===== src/rtl/sample_ram_fifo.sv =====
// sample_ram_fifo: circular sample FIFO built on an external single-port
// 16-bit RAM with a 1-cycle synchronous read.
//
// The RAM port carries at most one operation per cycle. A prefetch READ is
// issued only when the output register is empty or being drained, so a
// returning word can never overwrite an unconsumed sample. Otherwise the
// port is free for input WRITEs. When the output register needs a refill,
// reads win; at most one write cycle is lost each time this happens.
//
// Optional build macro: SAMPLE_RAM_FIFO_OVERFLOW_EN
//   defined   - overflow is a sticky flag. It sets when in_valid is seen while
//               the FIFO is full, and it clears only on reset.
//   undefined - overflow is tied low and no detection logic is built.
//
// Reset is synchronous and active-low (reset_n).

module sample_ram_fifo #(
   parameter int unsigned ADDR_BITS = 16
) (
   input  logic                 clk,
   input  logic                 reset_n,
   // input sample stream
   input  logic                 in_valid,
   output logic                 in_ready,
   input  logic [15:0]          in_data,
   // output sample stream
   output logic                 out_valid,
   input  logic                 out_ready,
   output logic [15:0]          out_data,
   // occupancy
   output logic [ADDR_BITS:0]   level,
   // sample RAM port
   output logic [22:0]          mem_addr,
   output logic                 mem_we,
   output logic [15:0]          mem_din,
   input  logic [15:0]          mem_dout,
   // sticky error flag
   output logic                 overflow
);

   localparam int unsigned CNT_W  = ADDR_BITS + 1;
   localparam int unsigned MEM_AW = 23;
   localparam int unsigned DATA_W = 16;
   localparam logic [CNT_W-1:0] DEPTH = CNT_W'(1) << ADDR_BITS;

   // RAM port operation chosen for the current cycle
   typedef enum logic [1:0] {
      OP_NONE  = 2'd0,
      OP_WRITE = 2'd1,
      OP_READ  = 2'd2
   } op_t;

   op_t                  op;
   logic [ADDR_BITS-1:0] wr_ptr;
   logic [ADDR_BITS-1:0] rd_ptr;
   logic [CNT_W-1:0]     count;
   logic                 rd_pend;
   logic                 full;
   logic                 empty;
   logic                 rd_req;

   logic [CNT_W-1:0]     count_nxt;
   logic                 rd_pend_nxt;
   logic                 out_valid_nxt;
   logic [CNT_W-1:0]     level_nxt;

   // Port arbitration: a refill read beats a write; nothing happens while in reset
   always_comb begin
      op       = OP_NONE;
      full     = (count == DEPTH);
      empty    = (count == '0);
      rd_req   = !empty && !rd_pend && (!out_valid || out_ready);
      in_ready = reset_n && !full && !rd_req;
      if (!reset_n) begin
         op = OP_NONE;
      end else if (rd_req) begin
         op = OP_READ;
      end else if (in_valid && !full) begin
         op = OP_WRITE;
      end
   end

   // RAM address/data/enable follow the operation selected this cycle
   always_comb begin
      mem_addr = '0;
      mem_we   = 1'b0;
      mem_din  = '0;
      case (op)
         OP_WRITE: begin
            mem_addr = MEM_AW'(wr_ptr);
            mem_we   = 1'b1;
            mem_din  = in_data;
         end
         OP_READ: begin
            mem_addr = MEM_AW'(rd_ptr);
         end
         default: begin
            mem_addr = '0;
         end
      endcase
   end

   // Next-state values, also used to produce a level that matches the registered state
   always_comb begin
      count_nxt     = count;
      rd_pend_nxt   = (op == OP_READ);
      out_valid_nxt = out_valid;
      case (op)
         OP_WRITE: count_nxt = count + CNT_W'(1);
         OP_READ:  count_nxt = count - CNT_W'(1);
         default:  count_nxt = count;
      endcase
      if (rd_pend) begin
         out_valid_nxt = 1'b1;
      end else if (out_valid && out_ready) begin
         out_valid_nxt = 1'b0;
      end
      level_nxt = count_nxt + CNT_W'(rd_pend_nxt) + CNT_W'(out_valid_nxt);
   end

   // Pointer, count and occupancy registers
   always_ff @(posedge clk) begin
      if (!reset_n) begin
         wr_ptr  <= '0;
         rd_ptr  <= '0;
         count   <= '0;
         rd_pend <= 1'b0;
         level   <= '0;
      end else begin
         if (op == OP_WRITE) begin
            wr_ptr <= wr_ptr + ADDR_BITS'(1);
         end
         if (op == OP_READ) begin
            rd_ptr <= rd_ptr + ADDR_BITS'(1);
         end
         count   <= count_nxt;
         rd_pend <= rd_pend_nxt;
         level   <= level_nxt;
      end
   end

   // Output register: capture returning RAM data, drop it once consumed
   always_ff @(posedge clk) begin
      if (!reset_n) begin
         out_valid <= 1'b0;
         out_data  <= '0;
      end else begin
         out_valid <= out_valid_nxt;
         if (rd_pend) begin
            out_data <= DATA_W'(mem_dout);
         end
      end
   end

`ifdef SAMPLE_RAM_FIFO_OVERFLOW_EN
   logic overflow_q;

   // Sticky flag for producers that push while the FIFO is full
   always_ff @(posedge clk) begin
      if (!reset_n) begin
         overflow_q <= 1'b0;
      end else if (in_valid && full) begin
         overflow_q <= 1'b1;
      end
   end

   assign overflow = overflow_q;
`else
   assign overflow = 1'b0;
`endif

endmodule


===== config.mk =====
export PLATFORM = sky130hd
export DESIGN_NAME = sample_ram_fifo
export DESIGN_NICKNAME = d
export VERILOG_FILES = /design/src/rtl/sample_ram_fifo.sv
export SDC_FILE = /design/constraint.sdc
export NUM_CORES = 1
export LEC_CHECK = 0
export ABC_CLOCK_PERIOD_IN_PS = 14200
export BUFFER_PORTS_ARGS = -buffer_cell sky130_fd_sc_hd__buf_2
export CAP_MARGIN = 20
export CELL_PAD_IN_SITES_DETAIL_PLACEMENT = 0
export CELL_PAD_IN_SITES_GLOBAL_PLACEMENT = 1
export CORE_MARGIN = 10
export CORE_UTILIZATION = 43
export CTS_CLUSTER_SIZE = 30
export DETAILED_ROUTE_END_ITERATION = 8
export GPL_TIMING_DRIVEN = 0
export PLACE_DENSITY = 0.93
export SLEW_MARGIN = 20
export SYNTH_ARGS = -nofsm -noshare
export SYNTH_HDL_FRONTEND = slang
export SYNTH_SLANG_ARGS = --single-unit

===== constraint.sdc =====
create_clock -name clk -period 14.2 [get_ports clk]
set_input_delay 2.84 -clock clk [delete_from_list [all_inputs] [get_ports clk]]
set_output_delay 2.84 -clock clk [all_outputs]
set_load 0.03 [all_outputs]

Word level (Yosys, flattened, before mapping)
Cells that the tools add are included.
- flip-flop bits (word level): 84
- input port bits: 36
- output and inout bits: 76
- add/subtract/negate cells: 6
- eq/ne operators: 3
- mux-type cells: 9
- reduce and logical (&&, ||, !) cells: 13
- operator list (operator ; number):
    adder 17 x 1 -> 17 bit ; 2
    one-hot mux 17 bit (2 select lines) ; 1
    adder 16 x 1 -> 16 bit, second input constant ; 2
    one-hot mux 16 bit (2 select lines) ; 1
    adder 17 x 1 -> 17 bit, second input constant ; 1
    == test 17 bit, second input constant ; 1
    zero test 17 bit ; 1
    subtractor 17 x 1 -> 17 bit, second input constant ; 1
    2-to-1 mux 16 bit ; 1
    logical AND 1 bit ; 6
    zero test 1 bit ; 5
    2-to-1 mux 1 bit ; 4
    2-to-1 mux 2 bit ; 2
    == test 2 x 1 -> 1 bit, second input constant ; 1
    == test 2 bit, second input constant ; 1
    logical OR 1 bit ; 1

Logic depth before layout (Yosys ltp)
- depth after elaboration: 10
- mapped depth: 18
- depth with buffers taken out: 17

Worst setup path after synthesis
No wires, ideal clock.
- path kind: input to output
- start: input port out_ready
- end: output port mem_addr[11]
- arrival: 5.251 ns
- data required time: 11.360 ns
- setup slack: 6.109 ns
- stages: 11
- buffers on the path: 5
- cell sequence: inv_1 a21oi_1 nand2_1 or2_2 ha_1 buf_6 clkbuf_1 clkbuf_1 buf_1 clkbuf_1 nor2_1
- word-level cells in the longest chain between the ends: 6
- RTL lines (element ; RTL line ; text):
    from (decl) ; 28 ; input logic out_ready,
    logical OR 1 bit * ; 72 ; rd_req = !empty && !rd_pend && (!out_valid || out_ready);
    logical AND 1 bit * ; 72 ;
    2-to-1 mux 2 bit * ; 76 ; end else if (rd_req) begin
    2-to-1 mux 2 bit * ; 74 ; if (!reset_n) begin
    == test 2 bit / == test 2 x 1 -> 1 bit (equally long branches) ; 88 ; case (op)
    one-hot mux 16 bit (2 select lines) * ; 88 ;
    to (decl) ; 33 ; output logic [22:0] mem_addr,
Mark *: on every way between the ends. The rest lies on a longest branch, timed or not.

Worst setup path after layout
- start: input port out_ready
- end: output port mem_addr[4]
Same word-level chain as after synthesis.

==> impl_metrics.tcl <==
set metrics [dict create \
    power_frac_comb_pct 52.8 \
    power_density_mw_per_mm2 184.2 \
    yosysTopAreaCell "dfxtp_1" \
    worstPathArrival_ps 6200 \
    die_h_um 123.5 \
    track_usage_pct 15.99 \
    io_pins 112 \
    cts_resized 0 \
    syn_avg_cell_area_sq_um 8.402 \
    drive_gt1_share_pct 22.70 \
    swShare_pct 46.10 \
    clock_tree.root_cell "clkbuf_8" \
    die_x_um 123.5 \
    setup_tns_ps 0 \
    ctsHoldBuffers 0 \
    setup_violations 0 \
    overflow 0 \
    vias 4210 \
    cts_buffer_depth 2 \
    cts_made_buffers 9 \
    ant_nets 0 \
    cts_setup_buffers 0 \
    start_util_pct 44.40 \
    clkTransAtPathRegs_ps 90 \
    yosys_warnings 0 \
    cts_tree "yes" \
    hold_violations 0 \
    multi_input_area_sq_mm 0.002725 \
    layout_commonest_cell "nor2_1" \
    cts.sinks 84 \
    synth_top_flop_cell "dfxtp_1" \
    synth_area_sq_mm 0.004604 \
    pwr-share-clk_pct 16.2 \
    grt_max_degree 22 \
    fill_cells 997 \
    fin_nets 727 \
    required_ps 11360 \
    max_slew_margin_pct 41.19 \
    grt_pass1_vias 4222 \
    drt_iter0_markers 251 \
    dp.final_hpwl_um 9490 \
    gp_congestion 0.8804 \
    portBuffers 103 \
    worstMarginPinSlew_ps 882.2 \
    core_area_sq_mm 0.01037 \
    synth_top_area_share_pct 36.52 \
    min_period_ps 9038 \
    status "finished clean" \
    drc 0 \
    synth_edf_count 0 \
    worstSetupStartpointType "primary input" \
    drt-vias-per-instance 5.198 \
    ctsHtreeMaxLevel 3 \
    crit_fanout 10 \
    critical_path_class "primary input to primary output" \
    slew_violations 0 \
    die_area_sq_mm 0.01525 \
    fmax_ghz 0.1106 \
    antennaDiodeCount 0 \
    ir_drop_uv 87.05 \
    grt_pass1_wl_um 19930 \
    std_cell_rows 37 \
    rsz0062_at_grt "no" \
    fin_crit_sh_pct 63.65 \
    p_switching_mw 0.4672 \
    avgRoutedWirePerCell_um 15.07 \
    antenna_found_initial 0 \
    cap_violations 0 \
    synthArstFlopShare_pct 0 \
    finalPower_mw 1.014 \
    finalWirelength_um 12210 \
    ys_seq_elements 84 \
    hp-class "flip-flop to flip-flop" \
    leakagePower_nw 2.468 \
    first_pass_iters 4 \
    seq_area_frac_synth_pct 36.52 \
    regArea_sq_mm 0.001682 \
    clk_latency_ps 360 \
    synth.distinct_cells 63 \
    internal_power_mw 0.5463 \
    netlist_instances 548 \
    layout_common_cells "nor2_1, buf_2, dfxtp_1" \
    p_seq_share_pct 30.9 \
    yosys-top-cells-area "dfxtp_1, nor2_1, ha_1, xor2_1, mux2i_1" \
    finClkSkew_ps 12.97 \
    area_delta_synth_final_pct 19.54 \
    end_kind "primary output" \
    whs_ps 496.8 \
]
sequential cells by signal, indices dropped and copies added (netlist names):
signal and flops:
wr_ptr 16, out_valid 1, level 17, count 17, rd_pend 1, rd_ptr 16, out_data 16
worst max-delay path, cell delays in order:
cell	delay (ps)
buf_2	70
inv_1	30
a21oi_1	390
mux2i_1	160
and3_1	230
ha_1	290
buf_6	130
clkbuf_1	380
clkbuf_1	440
buf_1	490
clkbuf_1	420
nor2_1	110
buf_2	200
layer usage:
metal / vias up / track usage, % / wire [um]
met5: - / 0 / 0
met2: 140 / 25.80 / 5335
met1: 1928 / 19.32 / 5478
met3: 13 / 6.244 / 1229
li1: 2129 / - / -
met4: 0 / 4.658 / 163
final cells by class:
class	count	area share [%]
Sequential cell	84	30.55
Clock inverter	7	1.159
Timing Repair Buffer	103	9.366
Clock buffer	9	2.251
Tap cell	136	3.092
Buffer	32	3.183
Inverter	13	0.8866
Multi-Input combinational cell	426	49.51
path summary, 6_finish.rpt:
path	from	to	slack [ps]	cells after the start
worst max-delay path	out_ready	mem_addr[4]	5160	13
worst min-delay path	rd_ptr[15]	rd_ptr[15]	500	2
worst max register to register	rd_pend	level[16]	7850	17
worst min register to register	rd_ptr[15]	rd_ptr[15]	500	2
logic make-up after synthesis:
group | after synthesis | share of synthesized area, %
DFF | 84 | 36.52
AOI/OAI and AO/OA | 82 | 12.36
xor gates and xnor gates | 41 | 7.799
other | 1 | 0.08144
buffers and inverters | 45 | 4.864
muxes | 25 | 5.516
adders and majority gates | 22 | 6.304
and+or+nand+nor | 248 | 26.55
metrics by stage:
stage / setup WS, ps / instances / utilization [%] / cell area [sq um]
after floorplan: 6109 / 555 / - / 4631
after global placement: 5220 / 794 / 51.27 / 5316
after detailed placement: 5195 / 794 / 51.27 / 5316
after CTS: 5177 / 810 / 53.08 / 5504
after global routing: 4848 / 810 / 53.08 / 5504
final: 5162 / 810 / 53.08 / 5504
synthesized netlist by cell type (7+ instances only):
| cell | n |
|---|---|
| mux2i_1 | 22 |
| ha_1 | 20 |
| dfxtp_1 | 84 |
| a22oi_1 | 16 |
| xnor2_1 | 15 |
| nand3_1 | 23 |
| and3_1 | 7 |
| nand2_1 | 29 |
| nor2_1 | 105 |
| o21ai_0 | 14 |
| clkbuf_1 | 19 |
| inv_1 | 13 |
| and2_1 | 29 |
| a21oi_1 | 19 |
| nor3_1 | 15 |
| buf_4 | 8 |
| xor2_1 | 26 |
power by group through the flow:
stage / combinational [mW] / clock, mW / sequential, mW
3_3_place_gp: 0.522 / 0 / 0.317
6_report: 0.536 / 0.165 / 0.313
5_1_grt: 0.597 / 0.179 / 0.318
2_1_floorplan: 0.363 / 0 / 0.360
4_1_cts: 0.535 / 0.170 / 0.313
3_5_place_dp: 0.531 / 0 / 0.318
Note: power is estimated with default switching activity, not from simulation.
